--- src/rtl/lsu_pkg.sv ---
// Shared types and request-classification helpers for the load/store unit.
// Funct3 codes, FSM state encoding, and misalignment/legality checks.
package lsu_pkg;

    localparam int XLEN = 32;

    typedef enum logic [2:0] {
        LB  = 3'b000,
        LH  = 3'b001,
        LW  = 3'b010,
        LBU = 3'b100,
        LHU = 3'b101
    } load_funct3_t;

    // Store codes share encodings with the loads, so they need their own type.
    typedef enum logic [2:0] {
        SB = 3'b000,
        SH = 3'b001,
        SW = 3'b010
    } store_funct3_t;

    typedef enum logic [1:0] {
        IDLE   = 2'd0,
        ACCESS = 2'd1,
        WRITE  = 2'd2,
        RESP   = 2'd3
    } lsu_state_t;

    // Access size comes from funct3[1:0]; bit 2 only selects zero extension.
    function automatic logic is_misaligned(input logic [2:0] funct3, input logic [1:0] addr_lo);
        logic mis_s;
        case (funct3[1:0])
            2'b01:   mis_s = addr_lo[0];
            2'b10:   mis_s = (addr_lo != 2'b00);
            default: mis_s = 1'b0;
        endcase
        return mis_s;
    endfunction

    function automatic logic is_illegal(input logic write, input logic [2:0] funct3);
        logic ill_s;
        case (funct3)
            3'b000, 3'b001, 3'b010: ill_s = 1'b0;
            3'b100, 3'b101:         ill_s = write;
            default:                ill_s = 1'b1;
        endcase
        return ill_s;
    endfunction

endpackage

--- src/rtl/lsu_lane.sv ---
// Combinational lane logic: load extraction/extension and store merge
// for a little-endian word memory without byte enables.
module lsu_lane
    import lsu_pkg::*;
(
    input  logic [2:0]      funct3,
    input  logic [1:0]      addr_lo,
    input  logic [XLEN-1:0] mem_word,
    input  logic [XLEN-1:0] store_data,
    output logic [XLEN-1:0] load_data,
    output logic [XLEN-1:0] store_word
);

    logic [7:0]  byte_s;
    logic [15:0] half_s;

    // Select the addressed byte and half lanes of the memory word.
    always_comb begin
        byte_s = 8'h00;
        half_s = 16'h0000;
        case (addr_lo)
            2'd0:    byte_s = mem_word[7:0];
            2'd1:    byte_s = mem_word[15:8];
            2'd2:    byte_s = mem_word[23:16];
            2'd3:    byte_s = mem_word[31:24];
            default: byte_s = 8'h00;
        endcase
        if (addr_lo[1]) begin
            half_s = mem_word[31:16];
        end else begin
            half_s = mem_word[15:0];
        end
    end

    // Extend the selected lane according to the load type.
    always_comb begin
        load_data = 32'h0000_0000;
        case (funct3)
            LB:      load_data = {{24{byte_s[7]}}, byte_s};
            LH:      load_data = {{16{half_s[15]}}, half_s};
            LW:      load_data = mem_word;
            LBU:     load_data = {24'h00_0000, byte_s};
            LHU:     load_data = {16'h0000, half_s};
            default: load_data = 32'h0000_0000;
        endcase
    end

    // Overlay the low byte/half of the store data onto the current word.
    always_comb begin
        store_word = mem_word;
        case (funct3)
            SB: begin
                case (addr_lo)
                    2'd0:    store_word[7:0]   = store_data[7:0];
                    2'd1:    store_word[15:8]  = store_data[7:0];
                    2'd2:    store_word[23:16] = store_data[7:0];
                    2'd3:    store_word[31:24] = store_data[7:0];
                    default: store_word = mem_word;
                endcase
            end
            SH: begin
                if (addr_lo[1]) begin
                    store_word[31:16] = store_data[15:0];
                end else begin
                    store_word[15:0] = store_data[15:0];
                end
            end
            SW:      store_word = store_data;
            default: store_word = mem_word;
        endcase
    end

endmodule

--- src/rtl/lsu.sv ---
// Load/store unit: one RV32I request at a time, turned into word accesses;
// sub-word stores use read-modify-write since the memory has no byte enables.
module lsu
    import lsu_pkg::*;
(
    input  logic            clk,
    input  logic            reset,
    input  logic            lsu_req_valid,
    output logic            lsu_req_ready,
    input  logic            lsu_req_write,
    input  logic [2:0]      lsu_req_funct3,
    input  logic [XLEN-1:0] lsu_req_address,
    input  logic [XLEN-1:0] lsu_req_write_data,
    output logic            lsu_resp_valid,
    output logic [XLEN-1:0] lsu_resp_read_data,
    output logic            lsu_resp_error,
    output logic            data_mem_write_enable,
    output logic [XLEN-1:0] data_mem_address,
    output logic [XLEN-1:0] data_mem_write_data,
    input  logic [XLEN-1:0] data_mem_read_data
);

    lsu_state_t      state_r;
    lsu_state_t      state_next_s;
    logic            write_r;
    logic [2:0]      funct3_r;
    logic [XLEN-1:0] addr_r;
    logic [XLEN-1:0] wdata_r;
    logic [XLEN-1:0] rdata_r;
    logic [XLEN-1:0] merged_r;
    logic            err_r;

    logic            accept_s;
    logic            bad_req_s;
    logic            sub_store_s;
    logic [XLEN-1:0] lane_load_s;
    logic [XLEN-1:0] lane_store_s;

    assign accept_s    = lsu_req_valid && (state_r == IDLE);
    assign bad_req_s   = is_illegal(lsu_req_write, lsu_req_funct3)
                      || is_misaligned(lsu_req_funct3, lsu_req_address[1:0]);
    assign sub_store_s = write_r && (funct3_r != SW);

    lsu_lane u_lane (
        .funct3     (funct3_r),
        .addr_lo    (addr_r[1:0]),
        .mem_word   (data_mem_read_data),
        .store_data (wdata_r),
        .load_data  (lane_load_s),
        .store_word (lane_store_s)
    );

    // FSM state register.
    always_ff @(posedge clk or posedge reset) begin
        if (reset) begin
            state_r <= IDLE;
        end else begin
            state_r <= state_next_s;
        end
    end

    // FSM next-state logic; bad requests skip memory entirely.
    always_comb begin
        state_next_s = state_r;
        case (state_r)
            IDLE: begin
                if (accept_s) begin
                    if (bad_req_s) begin
                        state_next_s = RESP;
                    end else begin
                        state_next_s = ACCESS;
                    end
                end else begin
                    state_next_s = IDLE;
                end
            end
            ACCESS: begin
                if (sub_store_s) begin
                    state_next_s = WRITE;
                end else begin
                    state_next_s = RESP;
                end
            end
            WRITE:   state_next_s = RESP;
            RESP:    state_next_s = IDLE;
            default: state_next_s = IDLE;
        endcase
    end

    // Request capture and load result / merged word registers.
    always_ff @(posedge clk or posedge reset) begin
        if (reset) begin
            write_r  <= 1'b0;
            funct3_r <= 3'b000;
            addr_r   <= 32'h0000_0000;
            wdata_r  <= 32'h0000_0000;
            rdata_r  <= 32'h0000_0000;
            merged_r <= 32'h0000_0000;
            err_r    <= 1'b0;
        end else begin
            case (state_r)
                IDLE: begin
                    if (accept_s) begin
                        write_r  <= lsu_req_write;
                        funct3_r <= lsu_req_funct3;
                        addr_r   <= lsu_req_address;
                        wdata_r  <= lsu_req_write_data;
                        err_r    <= bad_req_s;
                        rdata_r  <= 32'h0000_0000;
                    end else begin
                        rdata_r  <= rdata_r;
                    end
                end
                ACCESS: begin
                    if (!write_r) begin
                        rdata_r <= lane_load_s;
                    end else begin
                        rdata_r <= rdata_r;
                    end
                    merged_r <= lane_store_s;
                end
                RESP: begin
                    rdata_r <= 32'h0000_0000;
                    err_r   <= 1'b0;
                end
                default: rdata_r <= rdata_r;
            endcase
        end
    end

    // Outputs decoded from state; the write strobe falls with an async reset.
    always_comb begin
        lsu_req_ready         = 1'b0;
        lsu_resp_valid        = 1'b0;
        lsu_resp_read_data    = 32'h0000_0000;
        lsu_resp_error        = 1'b0;
        data_mem_write_enable = 1'b0;
        data_mem_address      = 32'h0000_0000;
        data_mem_write_data   = 32'h0000_0000;
        case (state_r)
            IDLE: lsu_req_ready = 1'b1;
            ACCESS: begin
                data_mem_address = {addr_r[31:2], 2'b00};
                if (write_r && !sub_store_s) begin
                    data_mem_write_enable = 1'b1;
                    data_mem_write_data   = wdata_r;
                end else begin
                    data_mem_write_enable = 1'b0;
                    data_mem_write_data   = 32'h0000_0000;
                end
            end
            WRITE: begin
                data_mem_address      = {addr_r[31:2], 2'b00};
                data_mem_write_enable = 1'b1;
                data_mem_write_data   = merged_r;
            end
            RESP: begin
                lsu_resp_valid     = 1'b1;
                lsu_resp_read_data = rdata_r;
                lsu_resp_error     = err_r;
            end
            default: lsu_req_ready = 1'b0;
        endcase
    end

endmodule

--- config.mk ---
export PLATFORM = sky130hd
export DESIGN_NAME = lsu
export DESIGN_NICKNAME = d
export VERILOG_FILES = /design/src/rtl/lsu_pkg.sv /design/src/rtl/lsu_lane.sv /design/src/rtl/lsu.sv
export SDC_FILE = /design/constraint.sdc
export NUM_CORES = 1
export LEC_CHECK = 0
export BUFFER_PORTS_ARGS = -buffer_cell sky130_fd_sc_hd__buf_2
export CAP_MARGIN = 20
export CORE_AREA = 10 10 131 133
export CTS_CLUSTER_SIZE = 25
export DETAILED_ROUTE_END_ITERATION = 10
export DIE_AREA = 0 0 141 143
export PLACE_DENSITY_LB_ADDON = 0.05
export SYNTH_ARGS = -nofsm -noshare
export SYNTH_HDL_FRONTEND = slang
export SYNTH_SLANG_ARGS = --single-unit
--- constraint.sdc ---
create_clock -name clk -period 6 [get_ports clk]
set_input_delay 1.2 -clock clk [delete_from_list [all_inputs] [get_ports clk]]
set_output_delay 1.2 -clock clk [all_outputs]
set_load 0.1 [all_outputs]
# After elaboration in Yosys (flattened, before gate mapping)
# Index checks and enable logic that the tools add are counted.
[op_classes]
n_reduce_logical = 18
div_mod_pow = 0
n_shift = 0
n_addsub = 0
bitwise_logic = 0
order_cmp = 0
n_mul = 0
mux = 30
n_eq_ne = 19
[op_table]
columns = ["op", "n"]
rows = [
  ["$pmux W32 S3", 2],
  ["$mux W32", 5],
  ["$pmux W32 S5", 1],
  ["$pmux W32 S2", 1],
  ["$mux W16", 3],
  ["$mux W8", 4],
  ["$pmux W8 S4", 1],
  ["$eq A3 B3 Y1 const B", 4],
  ["$eq A2 B2 Y1 const B", 5],
  ["$pmux W1 S2", 4],
  ["$pmux W2 S4", 1],
  ["$eq A2 B1 Y1 const B", 3],
  ["$eq A3 B1 Y1 const B", 2],
  ["$eq A3 B2 Y1 const B", 2],
  ["$logic_not A3 Y1", 2],
  ["$mux W1", 6],
  ["$logic_not A2 Y1", 2],
  ["$mux W2", 2],
  ["$ne A2 B2 Y1 const B", 2],
  ["$reduce_and A2 Y1", 2],
  ["$reduce_bool A2 Y1", 2],
  ["$reduce_or A2 Y1", 2],
  ["$logic_and A1 B1 Y1", 3],
  ["$ne A3 B2 Y1 const B", 1],
  ["5 further kinds", 5],
]
[word_totals]
register_bits = 135
ram_bits = 0
elab_cells = 75
mem_bits_ro = 0
n_memories = 0
in_bits = 103
latch_bits = 0

# Longest topological paths before layout
# Gate-level depths: netlist of run 1.
[depth]
ltp_word = 7
depth_mapped = 10

# By module
# From an unflattened synthesis of run 1, not the netlist that was laid out.
[unflattened]
hier_cells = 750
area_unflattened_um2 = 7840.0
[modules_own_cells]
columns = ["module", "area_each_um2", "n_inst", "cells_per_inst"]
rows = [
  ["lsu", 6324.8, 1, 534],
  ["lsu_lane", 1515.2, 1, 216],
]

# Worst setup path after synthesis of run 1
# OpenSTA, ideal clock, no wires.
[synth_path]
path_type = "register to output"
from = "register funct3_r[0]"
to = "output data_mem_write_data[31]"
stages_incl_launch_ff = 8
required_ps = 4800
slack_ps = 2199
t_arrival_ps = 2601
n_path_buf = 3
cell_sequence = "dfrtp_1 -> buf_2 -> nor3b_2 -> and3_1 -> buf_2 -> buf_2 -> a22oi_1 -> nor2_1"
[synth_via]
elab_chain_cells = 6
[synth_rtl]
columns = ["item", "line", "source"]
rows = [
  ["from (decl)", "lsu.sv:26", "logic [2:0] funct3_r;"],
  ["from (signal assigned)", "lsu.sv:105", "funct3_r <= lsu_req_funct3;"],
  ["$ne A3 B2 Y1", "lsu.sv:42", "assign sub_store_s = write_r && (funct3_r != SW);"],
  ["$logic_and A1 B1 Y1", "lsu.sv:42", ""],
  ["$logic_not A1 Y1", "lsu.sv:144", "if (write_r && !sub_store_s) begin"],
  ["$logic_and A1 B1 Y1", "lsu.sv:144", ""],
  ["$mux W32", "lsu.sv:144", ""],
  ["$pmux W32 S2", "lsu.sv:140", "case (state_r)"],
  ["to (decl)", "lsu.sv:19", "output logic [XLEN-1:0] data_mem_write_data,"],
]
# Every way passes these cells.

# Final worst setup path of run 1
[layout_path]
from = "register state_r[0]"
to = "output data_mem_write_data[19]"
[layout_via]
elab_chain_cells = 2
[layout_rtl]
columns = ["item", "line", "source"]
rows = [
  ["from (decl)", "lsu.sv:23", "lsu_state_t state_r;"],
  ["from (signal assigned)", "lsu.sv:58", "state_r <= state_next_s;"],
  ["$eq A2 B2 Y1 or $eq A2 B1 Y1 (tied branches)", "lsu.sv:140", ""],
  ["$pmux W32 S2 (*)", "lsu.sv:140", ""],
]
# Mark *: on every way between the ends. The rest lies on a longest branch, timed or not.

==> results of run 1 <==
-- flip-flops by register name, summed over array words and instances, names as in the netlist --
name,cells
addr_r,32
funct3_r,3
state_r,2
wdata_r,32
write_r,1
rdata_r,32
err_r,1
merged_r,32
-- cells by family (layout without fill, tap and decap cells) --
kind of cell	count (synthesis)	after routing
flops	135	135
other cells	1	3
buf+inv	86	255
compound gates	203	203
fa+ha+maj	8	8
mux	80	80
simple gates	286	286
-- worst reg2reg max path: stages (launching register included) --
cell and delay [ns]:
dfrtp_1 0.65, buf_4 0.46, mux2_2 0.40, a222oi_1 0.26, o21ba_1 0.72, a22oi_1 0.22
-- per-stage QoR --
step	worst slack, ns	std cells	utilization	hold WS [ns]
2_1_floorplan	1.19	800	-	0.440
3_3_place_gp	1.97	1121	0.599	0.460
4_1_cts	1.31	1152	0.644	0.483
5_1_grt	0.970	1153	0.646	0.503
3_5_place_dp	1.77	1121	0.599	0.470
6_report	1.32	1154	0.646	0.480
-- cell usage in the layout, fill, tap and decap left out, types with 3 or more instances in the layout --
cell type,Yosys,final
a22oi_2,10,10
a21oi_1,31,31
nand3_1,5,5
inv_1,10,9
clkbuf_16,0,17
o211ai_1,11,11
o21ai_0,25,25
a41oi_1,7,7
a22oi_1,60,60
ha_1,8,7
nor2_1,80,80
mux2_2,68,68
a31oi_1,19,19
a32oi_1,3,3
nand2_1,84,83
clkinv_4,0,3
a222oi_1,6,6
and2_1,63,63
nor2b_1,6,6
buf_2,26,200
nor4b_1,9,9
o22a_1,4,4
nand3b_1,4,4
bufinv_16,0,5
dfrtp_1,135,135
nand2b_1,5,5
o31ai_1,6,6
a311oi_1,4,4
buf_4,4,12
or3_1,16,16
mux2i_1,11,11
-- path summary, 6_finish.rpt --
kind	start	end	slack, ns	cells after the start
min reg2reg	rdata_r[4]$_DFFE_PP0P_	rdata_r[4]$_DFFE_PP0P_	0.48	2
min in group asynchronous	reset	addr_r[11]$_DFFE_PP0P_	0.81	3
max reg2reg	addr_r[1]$_DFFE_PP0P_	rdata_r[16]$_DFFE_PP0P_	3.13	5
min	rdata_r[4]$_DFFE_PP0P_	rdata_r[4]$_DFFE_PP0P_	0.48	2
max	state_r[0]$_DFF_PP0_	data_mem_write_data[19]	1.32	5
max in group asynchronous	reset	wdata_r[19]$_DFFE_PP0P_	4.58	4
-- layer usage --
metal / track usage / up-vias / part of all wire
li1: - / 3171 / -
met1: 0.294 / 3305 / 0.42
met2: 0.366 / 321 / 0.47
met3: 0.0779 / 28 / 0.098
met4: 0.0625 / 0 / 0.015
met5: 0 / - / 0
-- area by class of cell --
cell class | count | area share
repair buffers | 213 | 0.120
multi-input cells | 579 | 0.419
flip-flops and latches | 135 | 0.362
well taps | 184 | 0.0247
clock inverters | 12 | 0.0216
diodes | 1 | 0.000268
clock buffers | 19 | 0.0475
inverters | 11 | 0.00470
==> results.tsv, run 1 <==
metric	value	unit
layout cells sized above 1	0.344	
PostCTS Resize Cnt	0	
Vias per Instance	5.91	
syn avg cell area	9.61	µm²
largest net degree at the start of global routing	88	
worst skew pair latency	0.42	ns
Reg clk slew, reported paths	0.06	ns
area grow syn2layout	21.4	%
worst-path cell chain	inv_1, ha_1, clkinv_1, nor2_1, buf_2	
HP Class	flop to flop	
first-pass iteration count of the detailed router	8	
ANT nets after route	0	
Die H	143	µm
row cnt	44	
post-synthesis xor/xnor area fraction	0	
Slew Viols, Final	0	
fraction of synthesized area in multiplexers	0.116	
final setup fails	0	
RSZ-0062 raised after global routing	false	
Synth area leaders	dfrtp_1 44%, mux2_2 10%, a22oi_1 5.9%, and2_1 5.1%, nand2_1 4.1%	
# IOs	203	
Initial Util	0.532	
post-synth top area cell	dfrtp_1	
ys flop type	dfrtp_1	
DIE AREA	20200	µm²
Max Buffers Root-to-Sink	2	
synthesized flop and latch total	135	
post-synthesis cell type count	59	
Storage cell area	3380	µm²
Critical Path AT	3.48	ns
Fillers	1211	
CP startpoint kind	flop	
count leader, synth	dfrtp_1	
# nets final	1068	
share of the synthesized area in the top cell type	0.440	
Worst setup EP type	output port	
asr flop ratio synth	1.00	
fin area	9320	µm²
Die W	141	µm
Core Region	14400	µm²
first-pass GRT wire length	37300	µm
CP required	4.80	ns
final RePlAce weighted congestion	0.913	
worst rel slew slack	0.275	
dpl cell area	8650	µm²
WL per Instance	20.6	µm
status	complete, no violations	
compound-gate portion of the synthesized area	0.190	
drt initial violations	555	
CTS sink cnt	135	
Syn Inst Count	799	
CTS root buffer	clkbuf_16	
All-Layer GR Usage	0.230	
Multi-input gate area	3900	µm²
TritonCTS clock tree	done	
Critical Path Fanout Max	34	
Synthesis Warnings	0	
main combinational cell family by area after synthesis	compound AO/OA/AOI/OAI gates	
sequential share of the synthesized area	0.440	
area of the mapped netlist	7670	µm²
final WL	23800	µm
max_cap viols	0	
Buf/Inv on CP	3	
CP delay by family, top	buffers and inverters	
DP HPWL	17200	µm
Remaining Overflow, GRT	0	
Synth Area in Adders	0.0130	
fin crit period	4.68	ns
period utilization	0.781	
initial antenna violation count	0	
slowest CP cell	clkinv_1	
htree depth	4	
most frequent cells after synthesis	135 x dfrtp_1, 84 x nand2_1, 80 x nor2_1, 68 x mux2_2, 63 x and2_1	
Post-Synth Simple-Gate Area	0.187	
setup_tns	0	ns
vias in the first global route	6913	
IO Port Bufs	200	
CTS Buf Count	17	
achievable frequency	214	MHz
Worst Setup Path Type	flop to output port	
vias	6825	
Final Hold Vio Count	0	
Layout Skew	0.00713	ns
DR DRC count	0	
Post-synth EDFFs	0	
Slew @ Worst Pin	1.09	ns
cts hold-fix bufs	0	
CP max stage delay	1.00	ns
Setup Buffers After CTS	0	
Power of run 1 is left out: the tool's default activity adds up to more than one toggle a clock period on the data nets, which glitch-free logic cannot reach.
==> run 2: changes to the inputs <==
==> constraint.sdc (replaced) <==
create_clock -name clk -period 4.75 [get_ports clk]
set_input_delay 0.95 -clock clk [delete_from_list [all_inputs] [get_ports clk]]
set_output_delay 0.95 -clock clk [all_outputs]
set_load 0.1 [all_outputs]
==> results.tsv, run 2 (synthesis results as in run 1) <==
metric	value	unit
Reg clk slew, reported paths	0.05	ns
Max Buffers Root-to-Sink	2	
largest net degree at the start of global routing	70	
Storage cell area	3380	µm²
period utilization	0.773	
CP max stage delay	0.73	ns
ANT nets after route	0	
DR DRC count	0	
initial antenna violation count	0	
Fillers	1291	
# IOs	203	
most frequent cells in the layout	200 x buf_2, 135 x dfrtp_1, 83 x nand2_1	
fin area	9260	µm²
Die W	141	µm
Worst setup EP type	output port	
CTS sink cnt	135	
setup_tns	0	ns
DP HPWL	17200	µm
Remaining Overflow, GRT	0	
TritonCTS clock tree	done	
Die H	143	µm
Critical Path AT	2.72	ns
Core Region	14400	µm²
worst-path cell chain	inv_1, ha_1, clkinv_1, buf_4, nor2_1, buf_2	
PostCTS Resize Cnt	0	
final RePlAce weighted congestion	0.890	
CTS root buffer	clkbuf_16	
DIE AREA	20200	µm²
CP required	3.80	ns
cts hold-fix bufs	0	
first-pass GRT wire length	37700	µm
worst skew pair latency	0.42	ns
WL per Instance	20.6	µm
ant diodes	0	
# nets final	1070	
status	complete, no violations	
Worst Setup Path Type	flop to output port	
dpl cell area	8670	µm²
vias in the first global route	6899	
dpl cells	1124	
Post-Layout Cell Count	1155	
CTS Buf Count	17	
IO Port Bufs	200	
Critical Path Fanout Max	33	
Slew @ Worst Pin	0.949	ns
final setup fails	0	
achievable frequency	272	MHz
slowest CP cell	ha_1	
layout cells sized above 1	0.343	
All-Layer GR Usage	0.231	
htree depth	4	
worst rel slew slack	0.365	
Final Hold Vio Count	0	
Layout Skew	0.00532	ns
CP startpoint kind	flop	
WHS	0.475	ns
drt initial violations	791	
Slew Viols, Final	0	
max_cap viols	0	
fin crit period	3.67	ns
row cnt	44	
Initial Util	0.532	
most common cell after layout, fill and taps aside	buf_2	
first-pass iteration count of the detailed router	6	
Vias per Instance	5.91	
area grow syn2layout	20.6	%
Multi-input gate area	3900	µm²
HP Class	flop to flop	
Setup Buffers After CTS	0	
RSZ-0062 raised after global routing	false	
vias	6826	
final WL	23800	µm
## run 2: area by class of cell
cell class                 instances  area share
multi-input combinational        579       0.422
sequential                       135       0.365
timing repair buffer             215       0.120
clock buffer                      22      0.0501
tap                              184      0.0249
clock inverter                     9      0.0135
inverter                          11     0.00473
## run 2: critical path: cells and delay by family (launching register included)
family | cells | cell delay [ns]
simple gates | 1 | 0.17
fa+ha+maj | 1 | 0.73
buf+inv | 4 | 0.99
flops | 1 | 0.40
## run 2: final timing paths
kind                                        startpoint                      end  slack, ns  cells after the start
worst min register to register  rdata_r[7]$_DFFE_PP0P_   rdata_r[7]$_DFFE_PP0P_       0.48                      2
worst max-delay path              state_r[1]$_DFF_PP0_  data_mem_write_data[13]       1.08                      6
max in group asynchronous                        reset  rdata_r[26]$_DFFE_PP0P_       3.05                      3
min in group asynchronous                        reset   addr_r[17]$_DFFE_PP0P_       0.67                      2
worst min-delay path            rdata_r[7]$_DFFE_PP0P_   rdata_r[7]$_DFFE_PP0P_       0.48                      2
worst max register to register    state_r[1]$_DFF_PP0_  rdata_r[27]$_DFFE_PP0P_       1.97                      8
## run 2: stage by stage
stage,util,setup slack [ns]
floorplan,-,0.189
global placement,0.601,1.63
detailed placement,0.601,1.49
CTS,0.642,1.03
global route,0.642,0.887
finish,0.642,1.08
## run 2: layer usage
layer	global-route usage	routed length, µm
met5	0	0
met4	0.0750	463
met3	0.0690	2230
met2	0.353	11100
met1	0.307	10000
Power of run 2 is left out for the same reason.
